==> src/rtl/led_scroll_ctrl.sv <==
// Scrolling 10-LED pattern controller: rotate or bounce the pattern every DIV clocks,
// with a one-cycle LOAD state for replacing the pattern.
module led_scroll_ctrl #(
  parameter int unsigned DIV = 50000000
) (
  input  logic       clk,
  input  logic       rst,
  input  logic       run,
  input  logic       dir,
  input  logic       bounce,
  input  logic       load_valid,
  input  logic [9:0] load_data,
  output logic       load_ready,
  output logic [9:0] led,
  output logic       step,
  output logic [1:0] state
);

  typedef enum logic [1:0] {
    StIdle = 2'd0,
    StRun  = 2'd1,
    StLoad = 2'd2
  } state_e;

  localparam logic [25:0] CntMax = 26'(DIV - 1);

  state_e      state_q;
  logic [25:0] cnt_q;
  logic        bdir_q;
  logic        accept;
  logic [9:0]  next_led;
  logic        next_bdir;

  assign accept = load_valid & load_ready;
  assign state  = state_q;

  // Pattern for the next step; bdir only matters in bounce mode.
  always_comb begin
    next_led  = led;
    next_bdir = bdir_q;
    if (!bounce) begin
      next_led = dir ? {led[0], led[9:1]} : {led[8:0], led[9]};
    end else begin
      if ((!bdir_q && led[9]) || (bdir_q && led[0])) begin
        next_bdir = ~bdir_q;
      end
      // A full bar cannot move in either direction, so it stays put.
      if (led != 10'h3FF) begin
        next_led = next_bdir ? {1'b0, led[9:1]} : {led[8:0], 1'b0};
      end
    end
  end

  always_ff @(posedge clk) begin
    if (rst) begin
      led        <= 10'd1;
      cnt_q      <= '0;
      state_q    <= StIdle;
      bdir_q     <= 1'b0;
      step       <= 1'b0;
      load_ready <= 1'b1;
    end else begin
      step       <= 1'b0;
      load_ready <= 1'b1;
      if (!bounce) begin
        bdir_q <= dir;
      end
      if (accept) begin
        led        <= (load_data == 10'd0) ? 10'd1 : load_data;
        cnt_q      <= '0;
        state_q    <= StLoad;
        load_ready <= 1'b0;
      end else begin
        case (state_q)
          StRun: begin
            if (cnt_q == CntMax) begin
              cnt_q <= '0;
              led   <= next_led;
              step  <= 1'b1;
              if (bounce) begin
                bdir_q <= next_bdir;
              end
            end else begin
              cnt_q <= cnt_q + 26'd1;
            end
            state_q <= run ? StRun : StIdle;
          end
          StIdle, StLoad: state_q <= run ? StRun : StIdle;
          default:        state_q <= StIdle;
        endcase
      end
    end
  end

endmodule

==> config.mk <==
export PLATFORM = sky130hd
export DESIGN_NAME = led_scroll_ctrl
export DESIGN_NICKNAME = d
export VERILOG_FILES = /design/src/rtl/led_scroll_ctrl.sv
export SDC_FILE = /design/constraint.sdc
export NUM_CORES = 1
export LEC_CHECK = 0
export BUFFER_PORTS_ARGS = -buffer_cell sky130_fd_sc_hd__buf_2
export CELL_PAD_IN_SITES_DETAIL_PLACEMENT = 0
export CELL_PAD_IN_SITES_GLOBAL_PLACEMENT = 2
export CORE_MARGIN = 10
export CORE_UTILIZATION = 25
export DETAILED_ROUTE_END_ITERATION = 12
export PLACE_DENSITY_LB_ADDON = 0.1
export SLEW_MARGIN = 20
export SYNTH_ARGS = -nofsm -noshare
export SYNTH_HDL_FRONTEND = slang
export SYNTH_SLANG_ARGS = --single-unit
==> constraint.sdc <==
create_clock -name clk -period 2.4 [get_ports clk]
set_clock_uncertainty 0.15 [all_clocks]
set_input_delay 0.12 -clock clk [delete_from_list [all_inputs] [get_ports clk]]
set_output_delay 0.12 -clock clk [all_outputs]
set_load 0.01 [all_outputs]
Yosys cells after proc, flatten, opt, wreduce, memory -nomap -nowiden
Index checks and enable logic that the tools add are counted.
{"block": "op_classes", "div_mod_pow": 0, "mux": 21, "mul": 0, "n_addsub": 1, "n_eq_ne": 5, "order_cmp": 0, "bitwise": 4, "n_shift": 0, "n_reduce_logical": 13}
{"cell": "10-bit two-way mux", "n": 8}
{"cell": "26-bit by 1-bit adder with 26-bit output, second input constant", "n": 1}
{"cell": "26-bit equality test, second input constant", "n": 1}
{"cell": "26-bit two-way mux", "n": 1}
{"cell": "1-bit two-way mux", "n": 11}
{"cell": "10-bit logical NOT", "n": 1}
{"cell": "10-bit != test, second input constant", "n": 1}
{"cell": "3-bit OR reduction", "n": 3}
{"cell": "2-bit nonzero test", "n": 2}
{"cell": "3-bit by 1-bit != test with 1-bit output, second input constant", "n": 1}
{"cell": "1-bit NOT", "n": 3}
{"cell": "3-bit AND reduction", "n": 1}
{"cell": "2-bit by 1-bit equality test with 1-bit output, second input constant", "n": 1}
{"cell": "2-bit equality test, second input constant", "n": 1}
{"cell": "1-bit logical AND", "n": 2}
{"cell": "2-bit logical NOT", "n": 1}
{"cell": "2-bit two-way mux", "n": 1}
{"cell": "2-bit OR reduction", "n": 1}
{"cell": "1-bit AND", "n": 1}
{"cell": "1-bit logical NOT", "n": 1}
{"cell": "1-bit logical OR", "n": 1}
{"block": "totals", "out_inout_bits": 14, "ram_bits": 0, "mem_bits_ro": 0, "latch_bits": 0, "word_cells": 51, "regBits": 41, "inputBits": 16, "memories": 0}

Longest topological paths before layout
Gate-level depths: netlist of the first run.
{"block": "logic_depth", "depth_word": 11, "depth_mapped": 8, "ltp_nobuf": 6}

Worst setup path before layout of the first run
No wires, ideal clock.
{"block": "synth_path", "path_kind": "reg-to-reg", "from": "register cnt_q[0]", "to": "register led[9]", "path_slack_ns": 0.418, "setup_time_ns": 0.071, "path_buffers": 2, "required_ns": 2.179, "stages_incl_launch_ff": 9, "t_arrival_ns": 1.761, "synth_period_minus_slack_ns": 1.982, "cell_sequence": "dfxtp_1 -> ha_1 -> and3b_1 -> buf_2 -> nand4_2 -> o41a_1 -> buf_6 -> a311o_1 -> a21oi_1"}
{"block": "synth_via", "elab_chain_len": 3}
{"element": "start: declaration", "line_no": "28", "text": "logic [25:0] cnt_q;"}
{"element": "start signal: assignment", "line_no": "84", "text": "cnt_q <= cnt_q + 26'd1;"}
{"element": "26-bit equality test", "line_no": "76", "text": "if (cnt_q == CntMax) begin"}
{"element": "2-bit nonzero test (no source line)"}
{"element": "3-bit AND reduction (no source line)"}
{"element": "end signal: assignment", "line_no": "69", "text": "led <= (load_data == 10'd0) ? 10'd1 : load_data;"}
{"element": "end signal: assignment", "line_no": "78", "text": "led <= next_led;"}
{"element": "end: declaration", "line_no": "14", "text": "output logic [9:0] led,"}
No other way between the ends.
A chain may end at the register's enable or synchronous reset.

Final worst setup path of the first run
{"block": "layout_path", "from": "register cnt_q[19]", "to": "register led[2]"}
The elaborated chain is that of the path after synthesis.

==> results of run 1 <==
[cells by family (layout without fill, tap and decap cells)]
group | Yosys count | after routing | synth area share [%]
simple gates | 125 | 125 | 30.2
flops | 41 | 41 | 40.0
compound gates | 31 | 31 | 10.9
xor+xnor | 25 | 25 | 10.7
buf+inv | 15 | 53 | 3.60
mux | 8 | 8 | 3.97
fa+ha+maj | 1 | 1 | 0.610
[final cells by class]
type / count / area, sq um
timing repair buffer: 42 / 258
multi-input combinational: 190 / 1160
sequential: 41 / 821
clock inverter: 1 / 30.0
clock buffer: 7 / 86.3
tap: 102 / 128
inverter: 3 / 11.3
fill: 868 / 5350
[routing by layer]
| metal | GRT usage, % | vias up |
|---|---|---|
| met5 | 0 | - |
| met4 | 2.59 | 0 |
| met3 | 3.13 | 7 |
| met2 | 13.8 | 32 |
| met1 | 11.7 | 856 |
| li1 | - | 947 |
[stage by stage]
| step | setup slack, ns | util [%] |
|---|---|---|
| after floorplan | 0.418 | - |
| after detailed placement | 0.240 | 30.1 |
| after global placement | 0.193 | 30.1 |
| final | 0.229 | 31.8 |
| after CTS | 0.188 | 31.7 |
| after global routing | 0.0122 | 31.8 |
[critical path, stage by stage (launching register included)]
cell,delay [ns]
dfxtp_1,0.41
nand4_1,0.13
or2_4,0.29
o41a_1,0.51
buf_4,0.23
a211o_1,0.23
a21oi_1,0.14
[worst min-delay path by stage]
stage	start	end	slack, ns	cells past startpoint
3_5_place_dp	run	state[0]	0.20	2
4_1_cts	load_valid	state[1]	0.01	3
5_1_grt	load_valid	state[1]	0.03	3
3_3_place_gp	run	state[0]	0.20	2
2_1_floorplan	rst	state[1]	0.05	1
6_report	load_valid	state[1]	0.01	3
[cell usage in the layout (no fill, tap or decap), types with 3 or more instances in the layout]
| master | count |
|---|---|
| a211o_1 | 8 |
| a21oi_1 | 10 |
| and3_1 | 3 |
| buf_2 | 29 |
| buf_4 | 11 |
| clkbuf_8 | 6 |
| dfxtp_1 | 41 |
| inv_1 | 3 |
| mux2i_1 | 7 |
| nand2_1 | 25 |
| nand2b_1 | 4 |
| nand3_1 | 9 |
| nand4_1 | 9 |
| nor2_1 | 45 |
| nor3_1 | 7 |
| nor4_1 | 8 |
| xnor2_1 | 17 |
| xor2_1 | 8 |
[sequential cells by signal, indices dropped and copies added (netlist names)]
register,count
led,10
state,2
cnt_q,26
step,1
load_ready,1
bdir_q,1
[what timing repair did]
item                                    CTS  global route
hold endpoints to repair                  1             0
gates resized for setup                   0             1
hold buffers                              1             0
endpoints found under the setup margin    0             3
[where the power goes]
part	switching (mW)	internal, mW
clock	0.236	0.339
combinational	0.0835	0.0674
sequential	0.0233	0.696
total	0.343	1.10
==> metrics, run 1 <==
Cells after Synth=246; vias in the first global route=1,882; Yosys cell types=42; Cell Area, Synth=2050 sq um; Initial Utilization=26.1%; Max Clk Rate=461 MHz; Post-DP Area=2360 sq um; First-pass DRT Iterations=4; CTS tree=built; TritonCTS sink count=41; WL met3=267 um; Final nets=300; root buf cell=clkbuf_8; setup TNS=0 ns; fin crit share=90.4%; Crit. End Element=flop; Crit path required time=2.47 ns; async set-reset flop share out of synthesis=0%; most frequent cell after synthesis=nor2_1; maxcap violations=0; Worst Path Max Fanout=15; largest net degree at the start of global routing=27; H-Tree Depth=2; Fin Hold WS=0.0146 ns; Die Area=12,200 sq um; # IOs=30; Cell Pwr Density=579 nW/um^2; PortBufs=29; final instance area=2490 sq um; via/cell ratio=4.77; peak supply drop=0.000295 V; Post-synth top cells=nor2_1 (45), dfxtp_1 (41), nand2_1 (25); reg2reg end=led[2]; Setup crit start=cnt_q[19]; top routing layer used=met4; post-synthesis sequential area ratio=40.0%; dominant cells by area after synthesis=dfxtp_1 (40%), nor2_1 (8.2%), xnor2_1 (7.3%), nand2_1 (4.6%), a211o_1 (3.4%); Hold Crit Class=in2reg; cells on worst reg2reg path=6; leading area contributor after synthesis=dfxtp_1; max-slew violations=0; detailed placement HPWL=4050 um; placer congestion estimate=0.741; Post-Synthesis Net Count=263; via count=1,842; Fin. Hold Viols=0; WL final=5490 um; overall routing resource usage=9.06%; total CTS buffers=5; Die W=111 um; Slew HR=75.3%; Detail Route Antenna Nets=0; metal2 WL=2560 um; Yosys reg bits=41; Tightest Pin Transition=0.367 ns; Setup violations, final=0; DRC Markers=0; Final min period=2.17 ns; total grt overflow=0; top cell type's share of synthesized area=40.0%; placed cells=377; wire per inst=14.2 um; Skew-Pair Late Insertion Delay=0.29 ns; Diodes inserted=0; Post-CTS Setup Inserts=0; CP Capture Point=led[2]; clk slew on worst S/H paths=0.08 ns; crit path DAT=2.24 ns; Syn-to-layout area delta=21.7%; Die Height=111 um; initial antenna violation count=0; P_leak=0.912 nW; worst reg-to-reg setup slack=0.23 ns; Core Area=7850 sq um; met1 wire length=2580 um; status=completed; share of layout cells above drive strength 1=19.0%; first-pass GRT wire length=9450 um; Post-synth EDFFs=0; Main synth FF type=dfxtp_1; final std cells w/o fill=386; Final Power=1.45 mW; Clock Path Buffers=2; initial drt markers=43; row count=32; unrepaired setup endpoints after global routing=false; Worst Path Class, Setup=reg2reg; CP Launch Type=flop; R2R Path Start=cnt_q[19]; yosys synthesis warning count=0; Avg Cell Area, Syn=8.33 sq um
Note: power is estimated with default switching activity, not from simulation.
==> run 2, diff against run 1 <==
- CORE_MARGIN: 10 -> default
- GPL_TIMING_DRIVEN: default -> 0
- PLACE_DENSITY: default -> 0.71
- PLACE_DENSITY_LB_ADDON: 0.1 -> default
==> run 2 against run 1 <==
  * Via count unchanged
  * Sequential power about the same
  * First-iteration DRC count increased by 65%
  * Setup slack got worse by 0.041 ns
  * Combinational power about the same
  * Clock power decreased by 20%
  * Global-route usage increased by 4.0 points
  * Sequential share of layout area increased by 0.93 points
  * Total power decreased by 7.9%
  * Critical path depth increased by 2
  * Cell count decreased by 0.26%
  * Largest cell class unchanged
  * Largest power group unchanged
==> metrics, run 2 (same netlist as run 1, synthesis figures left out) <==
status=completed; root buf cell=clkbuf_8; crit path DAT=2.22 ns; DRC Markers=0; vias in the first global route=1,774; H-Tree Depth=2; Worst Path Max Fanout=10; worst reg-to-reg setup slack=0.19 ns; clk slew on worst S/H paths=0.08 ns; Slew HR=62.8%; Die W=92.5 um; Initial Utilization=26.1%; Crit. End Element=flop; # IOs=30; final core utilization=30.9%; initial drt markers=71; Tightest Pin Transition=0.558 ns; most frequent cells in the layout=nor2_1 (45), dfxtp_1 (41), buf_2 (33); Final nets=300; peak supply drop=0.000203 V; Layout fillers=885; TritonCTS sink count=41; Crit path required time=2.41 ns; Max Clk Rate=452 MHz; via count=1,842; Cell Pwr Density=549 nW/um^2; Skew-Pair Late Insertion Delay=0.29 ns; Die Area=8560 sq um; Worst Path Class, Setup=reg2reg; maxcap violations=0; Reg with most FFs=cnt_q; top routing layer used=met4; Detail Route Antenna Nets=0; row count=32; CP Launch Type=flop; Final min period=2.21 ns; P_leak=0.864 nW; max-slew violations=0; Hold Crit Class=in2reg; Core Area=7850 sq um; PortBufs=28; wire per inst=13.4 um; metal2 WL=2370 um; fin crit share=92.1%; Diodes inserted=0; share of layout cells above drive strength 1=16.6%; placer congestion estimate=0.785; first-pass GRT wire length=8800 um; Syn-to-layout area delta=18.4%; total CTS buffers=5; via/cell ratio=4.78; most common cell after layout, fill and taps aside=nor2_1; met1 wire length=2520 um; detailed placement HPWL=3650 um; overall routing resource usage=13.0%; setup TNS=0 ns; Setup violations, final=0; largest net degree at the start of global routing=12; Fin. Hold Viols=0; Largest register FFs=26; WL final=5160 um; total grt overflow=0; First-pass DRT Iterations=4; CTS tree=built; unrepaired setup endpoints after global routing=false; initial antenna violation count=0; Clock Path Buffers=2; WL met3=187 um; Die Height=92.5 um
==> run 2: worst paths after layout <==
check / from / endpoint / depth (start not counted)
max reg2reg: cnt_q[0] / led[1] / 8
min: load_data[1] / led[1] / 3
max: cnt_q[0] / led[1] / 8
min reg2reg: cnt_q[5] / cnt_q[5] / 2
==> run 2: cell type report <==
cell class	count	area, sq um	share of cell area, %
multi-input combinational	190	1160	47.7
sequential	41	821	33.8
timing repair buffer	30	160	6.60
tap	102	128	5.26
clock buffer	7	86.3	3.56
buffer	12	62.6	2.58
inverter	3	11.3	0.464
==> run 2: report_power, final <==
group / total, mW / switching [mW] / internal (mW)
clock: 0.461 / 0.232 / 0.228
sequential: 0.717 / 0.0208 / 0.696
combinational: 0.154 / 0.0869 / 0.0670
total: 1.33 / 0.340 / 0.991
==> run 2: per-stage QoR <==
step | total power [mW] | setup slack, ns | hold slack (ns) | area [sq um] | std cells
finish | 1.33 | 0.188 | 0.0140 | 2430 | 385
global placement | 0.886 | 0.140 | 0.195 | 2320 | 376
CTS | 1.36 | 0.0916 | 0.0254 | 2420 | 385
detailed placement | 0.885 | 0.109 | 0.204 | 2320 | 376
global route | 1.41 | 0.0492 | 0.0522 | 2430 | 385
floorplan | 0.825 | 0.418 | 0.0539 | 2050 | 246
==> run 2: critical path, cell delays in order, from the launching register on <==
cell and delay [ns]:
dfxtp_1 0.37, ha_1 0.15, and3b_1 0.14, buf_2 0.20, nand4_2 0.14, o41a_1 0.42, buf_2 0.21, a221oi_1 0.24
nor3_1 0.07
==> run 2: repair_timing <==
action,CTS,global route
resized for setup,0,1
endpoints found under the setup margin,0,20
endpoints found under the hold margin,5,0
buffers inserted,0,0
hold buffers,2,0
==> run 2: metal layers <==
layer	vias to the layer above	GRT usage (%)
li1	936	-
met1	855	16.8
met2	41	21.2
met3	10	2.71
met4	0	5.21
met5	-	0
